==> src/rtl/videotex_pkg.sv <==
// Shared videotex definitions: default colour width, the 8-colour palette and the cell geometry.
// Also holds the pixel-visibility rule shared by the display path.
package videotex_pkg;

  localparam int DEFAULT_COLOR_W = 3;
  localparam int CELL_WIDTH      = 8;

  // Palette ordered {R,G,B}
  localparam logic [2:0] COLOR_BLACK   = 3'b000;
  localparam logic [2:0] COLOR_BLUE    = 3'b001;
  localparam logic [2:0] COLOR_GREEN   = 3'b010;
  localparam logic [2:0] COLOR_CYAN    = 3'b011;
  localparam logic [2:0] COLOR_RED     = 3'b100;
  localparam logic [2:0] COLOR_MAGENTA = 3'b101;
  localparam logic [2:0] COLOR_YELLOW  = 3'b110;
  localparam logic [2:0] COLOR_WHITE   = 3'b111;

  // A foreground pixel is suppressed while its cell is in the hidden blink phase
  // or concealed without the global reveal override.
  function automatic logic pixel_visible(input logic pixel, input logic blink,
                                         input logic blink_phase, input logic conceal,
                                         input logic reveal);
    return pixel && !(blink && blink_phase) && !(conceal && !reveal);
  endfunction

endpackage

==> src/rtl/blink_timer.sv <==
// Frame-based blink timer: counts frame_start pulses and toggles blink_phase
// every BLINK_FRAMES frames.
module blink_timer #(
  parameter int BLINK_FRAMES = 32
) (
  input  logic clk,
  input  logic reset,
  input  logic frame_start,
  output logic blink_phase
);

  localparam int CNT_W = $clog2(BLINK_FRAMES);
  localparam logic [CNT_W-1:0] LAST_FRAME = CNT_W'(BLINK_FRAMES - 1);

  logic [CNT_W-1:0] frame_count;

  always_ff @(posedge clk) begin
    if (reset) begin
      frame_count <= '0;
      blink_phase <= 1'b0;
    end else if (frame_start) begin
      if (frame_count == LAST_FRAME) begin
        frame_count <= '0;
        blink_phase <= ~blink_phase;
      end else begin
        frame_count <= frame_count + 1'b1;
      end
    end
  end

endmodule

==> src/rtl/pixel_serializer.sv <==
// Serialises one 8-pixel character row per cell into a registered one-pixel-per-clock
// RGB stream, applying per-cell colours, blink and conceal attributes.
module pixel_serializer
  import videotex_pkg::*;
#(
  parameter int BLINK_FRAMES = 32,
  parameter int COLOR_W      = DEFAULT_COLOR_W
) (
  input  logic               clk,
  input  logic               reset,
  input  logic               load,
  input  logic [7:0]         row_pixels,
  input  logic [COLOR_W-1:0] fg,
  input  logic [COLOR_W-1:0] bg,
  input  logic               blink,
  input  logic               conceal,
  input  logic               reveal,
  input  logic               display_enable,
  input  logic               frame_start,
  output logic [COLOR_W-1:0] rgb,
  output logic               de_out,
  output logic               blink_phase
);

  localparam int REM_W = $clog2(CELL_WIDTH + 1);
  localparam logic [REM_W-1:0] FULL_CELL = REM_W'(CELL_WIDTH);

  logic [7:0]         shift_q, shift_d;
  logic [REM_W-1:0]   remaining;
  logic [COLOR_W-1:0] fg_q, bg_q, fg_d, bg_d;
  logic               blink_q, conceal_q, blink_d, conceal_d;
  logic               pixel_on;

  blink_timer #(.BLINK_FRAMES(BLINK_FRAMES)) u_blink_timer (
    .clk         (clk),
    .reset       (reset),
    .frame_start (frame_start),
    .blink_phase (blink_phase)
  );

  // The output register samples the next-state cell so that a load shows its
  // leftmost pixel on the very next clock.
  // NOTE: every always_comb output gets a default first so no latch is inferred.
  always_comb begin
    shift_d   = shift_q;
    fg_d      = fg_q;
    bg_d      = bg_q;
    blink_d   = blink_q;
    conceal_d = conceal_q;
    if (load) begin
      shift_d   = row_pixels;
      fg_d      = fg;
      bg_d      = bg;
      blink_d   = blink;
      conceal_d = conceal;
    end else if (remaining != '0) begin
      shift_d = {shift_q[6:0], 1'b0};
    end
    pixel_on = pixel_visible(shift_d[7], blink_d, blink_phase, conceal_d, reveal);
  end

  // NOTE: sequential state uses non-blocking assignments only.
  always_ff @(posedge clk) begin
    if (reset) begin
      shift_q   <= '0;
      remaining <= '0;
      fg_q      <= '0;
      bg_q      <= '0;
      blink_q   <= 1'b0;
      conceal_q <= 1'b0;
      rgb       <= '0;
      de_out    <= 1'b0;
    end else begin
      shift_q   <= shift_d;
      fg_q      <= fg_d;
      bg_q      <= bg_d;
      blink_q   <= blink_d;
      conceal_q <= conceal_d;
      if (load) begin
        remaining <= FULL_CELL;
      end else if (remaining != '0) begin
        remaining <= remaining - 1'b1;
      end
      de_out <= display_enable;
      if (!display_enable) begin
        rgb <= '0;
      end else begin
        rgb <= pixel_on ? fg_d : bg_d;
      end
    end
  end

endmodule

==> config.mk <==
export PLATFORM = sky130hd
export DESIGN_NAME = pixel_serializer
export DESIGN_NICKNAME = d
export VERILOG_FILES = /design/src/rtl/videotex_pkg.sv /design/src/rtl/blink_timer.sv /design/src/rtl/pixel_serializer.sv
export SDC_FILE = /design/constraint.sdc
export NUM_CORES = 1
export LEC_CHECK = 0
export BUFFER_PORTS_ARGS = -buffer_cell sky130_fd_sc_hd__buf_2
export CORE_MARGIN = 2
export CORE_UTILIZATION = 39
export CTS_CLUSTER_DIAMETER = 120
export DETAILED_ROUTE_END_ITERATION = 16
export GPL_ROUTABILITY_DRIVEN = 0
export RECOVER_POWER = 100
export SYNTH_ARGS = -nofsm -noshare
export SYNTH_HDL_FRONTEND = slang
export SYNTH_SLANG_ARGS = --single-unit
export TNS_END_PERCENT = 30
==> constraint.sdc <==
create_clock -name clk -period 2.3 [get_ports clk]
set_input_delay 0.46 -clock clk [delete_from_list [all_inputs] [get_ports clk]]
set_output_delay 0.46 -clock clk [all_outputs]
set_load 0.05 [all_outputs]
==> metrics.md <==
| Metric | Value |
|---|---|
| Status | `finished, final reports clean` |
| Wirelength per Cell | `between 10 and 15 µm` |
| Yosys reg bits | `30` |
| CP max-delay cell | `clkbuf_1` |
| Worst setup path endpoint | `rgb[1]$_SDFF_PP0_` |
| Reg2Reg Capture Point | `rgb[1]$_SDFF_PP0_` |
| DRC errors left | `0` |
| Critical Path, Cell by Cell | `clkbuf_1, mux2i_1, o22ai_1, a221oi_4, mux2i_1` |
| Vias in the first global route | `just under 1000` |
| CTS tree | `yes` |
| Largest net degree at the start of global routing | `28` |
| CTS Buf Count | `5` |
| Initial antenna violation count | `0` |
| CP Class | `in -> reg` |
| Final min period | `roughly 1.9 ns` |
| Post-DRT Antenna Nets | `0` |
| Leak pwr | `slightly above 0.6 nW` |
| Port bufs | `26` |
| Clock power frac | `27.4%` |
| Slew @ Worst Pin | `1.16 ns` |
| DR WL met2 | `1010 µm` |
| Fmax | `0.530 GHz` |
| CTS sink cnt | `30` |
| Post-synth top area share | `46.6%` |
| Dpl ws | `0.436 ns` |
| Pwr Density | `~700 mW/mm²` |
| Endpoints failing hold | `0` |
| DR vias/cell | `4.81` |
| Ranking of synthesized cells by area | `dfxtp_1, mux2i_1, nor2_1` |
| Fin. max-slew vios | `0` |
| Critical path buffer and inverter count | `1` |
| Startpoint types | `input pin` |
| Area Overhead vs Synth | `14.3%` |
| Final period utilization | `roughly 80%` |
| Total gr overflow | `0` |
| Flop pwr share | `55.3%` |
| Sequential area share after synthesis | `46.6%` |
| Syn Nets | `between 150 and 200` |
| Reg2reg start | `remaining[0]$_SDFFE_PP0N_` |
| WP data required | `2.55 ns` |
| Antenna diodes | `0` |
| Sw Share | `about 28%` |
| Main synth FF type | `dfxtp_1` |
| M1 WL | `between 1000 and 1500 µm` |
| Initial DRC count | `64` |
| RSZ-0062 raised after global routing | `no` |
| Post-CTS Setup Bufs | `0` |
| Post-DP HPWL | `about 1600 µm` |
| Crit end category | `register` |
| Total vias in the final route | `1000` |
| CTS max path bufs | `2` |
| Worst min-delay path category | `in -> reg` |
| Core Footprint | `between 0.003 and 0.004 mm²` |
| Met3 WL | `between 100 and 150 µm` |
| # Max-Cap Violations | `0` |
| Die H | `approximately 61 µm` |
| CTS Hold Bufs | `0` |
| Share of cells above drive strength 1 | `a little under a fifth` |
| Finish-stage setup viols | `0` |
| Crit Path Max Fanout | `16` |
| Syn Std Cell Area | `0.00129 mm²` |
| Post-CTS Resized | `0` |
| Synth warnings | `0` |
| Comb pwr share | `approximately 17%` |
| CP top delay family | `buffers and inverters` |
| Final setup margin | `0.413 ns` |
| CP Depth | `5` |
| Area of the die | `between 0.003 and 0.004 mm²` |
| Top cell by count, worst path | `mux2i_1` |
| Final setup skew | `about 0.0084 ns` |
| Site Rows | `20` |
| Post-synth cell types | `33` |
| Syn Inst Count | `137` |
| Syn_area_per_cell | `roughly 9.4 µm²` |
| Top Layer Used | `met4` |
| Fin nets | `189` |
| Pwr Total | `around 1.0 mW` |
| H-Tree Depth | `2` |
| R2R cell count | `6` |
| Largest stage delay on the critical path | `between 0.6 and 0.7 ns` |
| Net Sw Power | `between 0.2 and 0.3 mW` |
| IO Pins | `27` |
| Clock root buffer | `clkbuf_4` |
| Post-synth EDFFs | `0` |
| Worst rel slew slack | `between 20 and 25%` |
| Max IR drop VDD | `slightly above 0.3 mV` |
| TritonRoute pass-1 iters | `4` |
| Internal power | `roughly 0.74 mW` |
| CP startpoint | `load` |
| Global-route wire length before repair | `4140 µm` |
| Total GRT Usage | `15.1%` |
| FF-to-FF setup slack | `between 0.4 and 0.5 ns` |
| Clk pin slew, worst setup/hold paths | `0.09 ns` |
| Post-synth ARST share | `0%` |
| Setup TNS | `0 ns` |
| Drt total wl | `about 2300 µm` |
| Initial Utilization | `41.5%` |
| CP arrival | `2.14 ns` |
| Cell taking the most area after synthesis | `dfxtp_1` |
| Worst-Skew Late Latency | `0.32 ns` |
| Die width | `approximately 61 µm` |
## logic make-up (layout without fill, tap and decap cells)
group,after synthesis,after routing,share of synthesized area (%)
XOR/XNOR,2,2,1.36
buffers and inverters,12,39,3.79
multiplexers,13,13,10.4
adder cells (fa/ha/maj),3,3,2.92
flip-flops,30,30,46.6
AO/OA/AOI/OAI,20,20,13.0
AND/OR/NAND/NOR,57,57,21.9
## synthesized netlist by cell type, drive strengths merged (3+ instances only)
cell and instances:
dfxtp 30, nor2 19, nand2 17, mux2i 10
nand2b 7, a21oi 6, a311oi 6, inv 5
buf 4, clkbuf 3, ha 3, mux2 3
nor2b 3
## worst min-delay path, stage by stage
cell	delay, ns
buf_2	0.07
mux2i_1	0.07
nor2_1	0.08
## through the flow
| step | util (%) | cell area (µm²) | hold WS [ns] | std cells |
|---|---|---|---|---|
| 6_report | 47.4 | 1470 | 0.394 | 208 |
| 4_1_cts | 48.3 | 1500 | 0.381 | 208 |
| 3_3_place_gp | 46.7 | 1450 | 0.466 | 201 |
| 5_1_grt | 47.4 | 1470 | 0.385 | 208 |
| 3_5_place_dp | 46.7 | 1450 | 0.472 | 201 |
| 2_1_floorplan | - | 1290 | 0.448 | 137 |
## per-layer routing
metal  vias to the layer above  GRT usage, %
met2                        24          24.0
met3                         5          5.46
met4                         0          7.29
li1                        525             -
met1                       446          18.0
met5                         -             0
## flip-flops by register name, indices dropped and copies added (netlist names)
register	count
bg_q	3
blink_q	1
conceal_q	1
de_out	1
fg_q	3
remaining	4
rgb	3
shift_q	8
u_blink_timer.blink_phase	1
u_blink_timer.frame_count	5
## power groups by stage
stage | clock network [mW] | registers [mW] | logic, mW
floorplan | 0 | 0.591 | 0.132
global placement | 0 | 0.580 | 0.186
CTS | 0.296 | 0.570 | 0.193
detailed placement | 0 | 0.581 | 0.192
finish | 0.281 | 0.568 | 0.178
global route | 0.323 | 0.573 | 0.203
## cell type report
| type | count | area, µm² |
|---|---|---|
| Tap cell | 44 | 55.1 |
| Fill cell | 333 | 1630 |
| Inverter | 5 | 18.8 |
| Sequential cell | 30 | 601 |
| Clock buffer | 5 | 37.5 |
| Timing Repair Buffer | 27 | 129 |
| Multi-Input combinational cell | 95 | 621 |
| Clock inverter | 2 | 10.0 |
## layout by cell type, fill, tap and decap left out, types with 5 or more instances in the layout
cell type,n
inv_1,5
dfxtp_1,30
nand2_1,17
nand2b_1,7
mux2i_1,10
buf_2,19
clkbuf_1,7
nor2_1,19
a21oi_1,5
a311oi_1,6
clkbuf_4,5
## worst min path at each step
stage / endpoint / cells after the start / start / slack (ns)
3_5_place_dp: shift_q[3]$_SDFFE_PP0P_ / 2 / shift_q[3]$_SDFFE_PP0P_ / 0.47
4_1_cts: fg_q[0]$_SDFF_PP0_ / 3 / fg[0] / 0.38
3_3_place_gp: bg_q[0]$_SDFF_PP0_ / 2 / bg_q[0]$_SDFF_PP0_ / 0.47
2_1_floorplan: shift_q[0]$_SDFFE_PP0P_ / 2 / shift_q[0]$_SDFFE_PP0P_ / 0.45
5_1_grt: fg_q[0]$_SDFF_PP0_ / 3 / fg[0] / 0.38
6_report: fg_q[1]$_SDFF_PP0_ / 3 / fg[1] / 0.39
(Power assumes the default switching activity.)
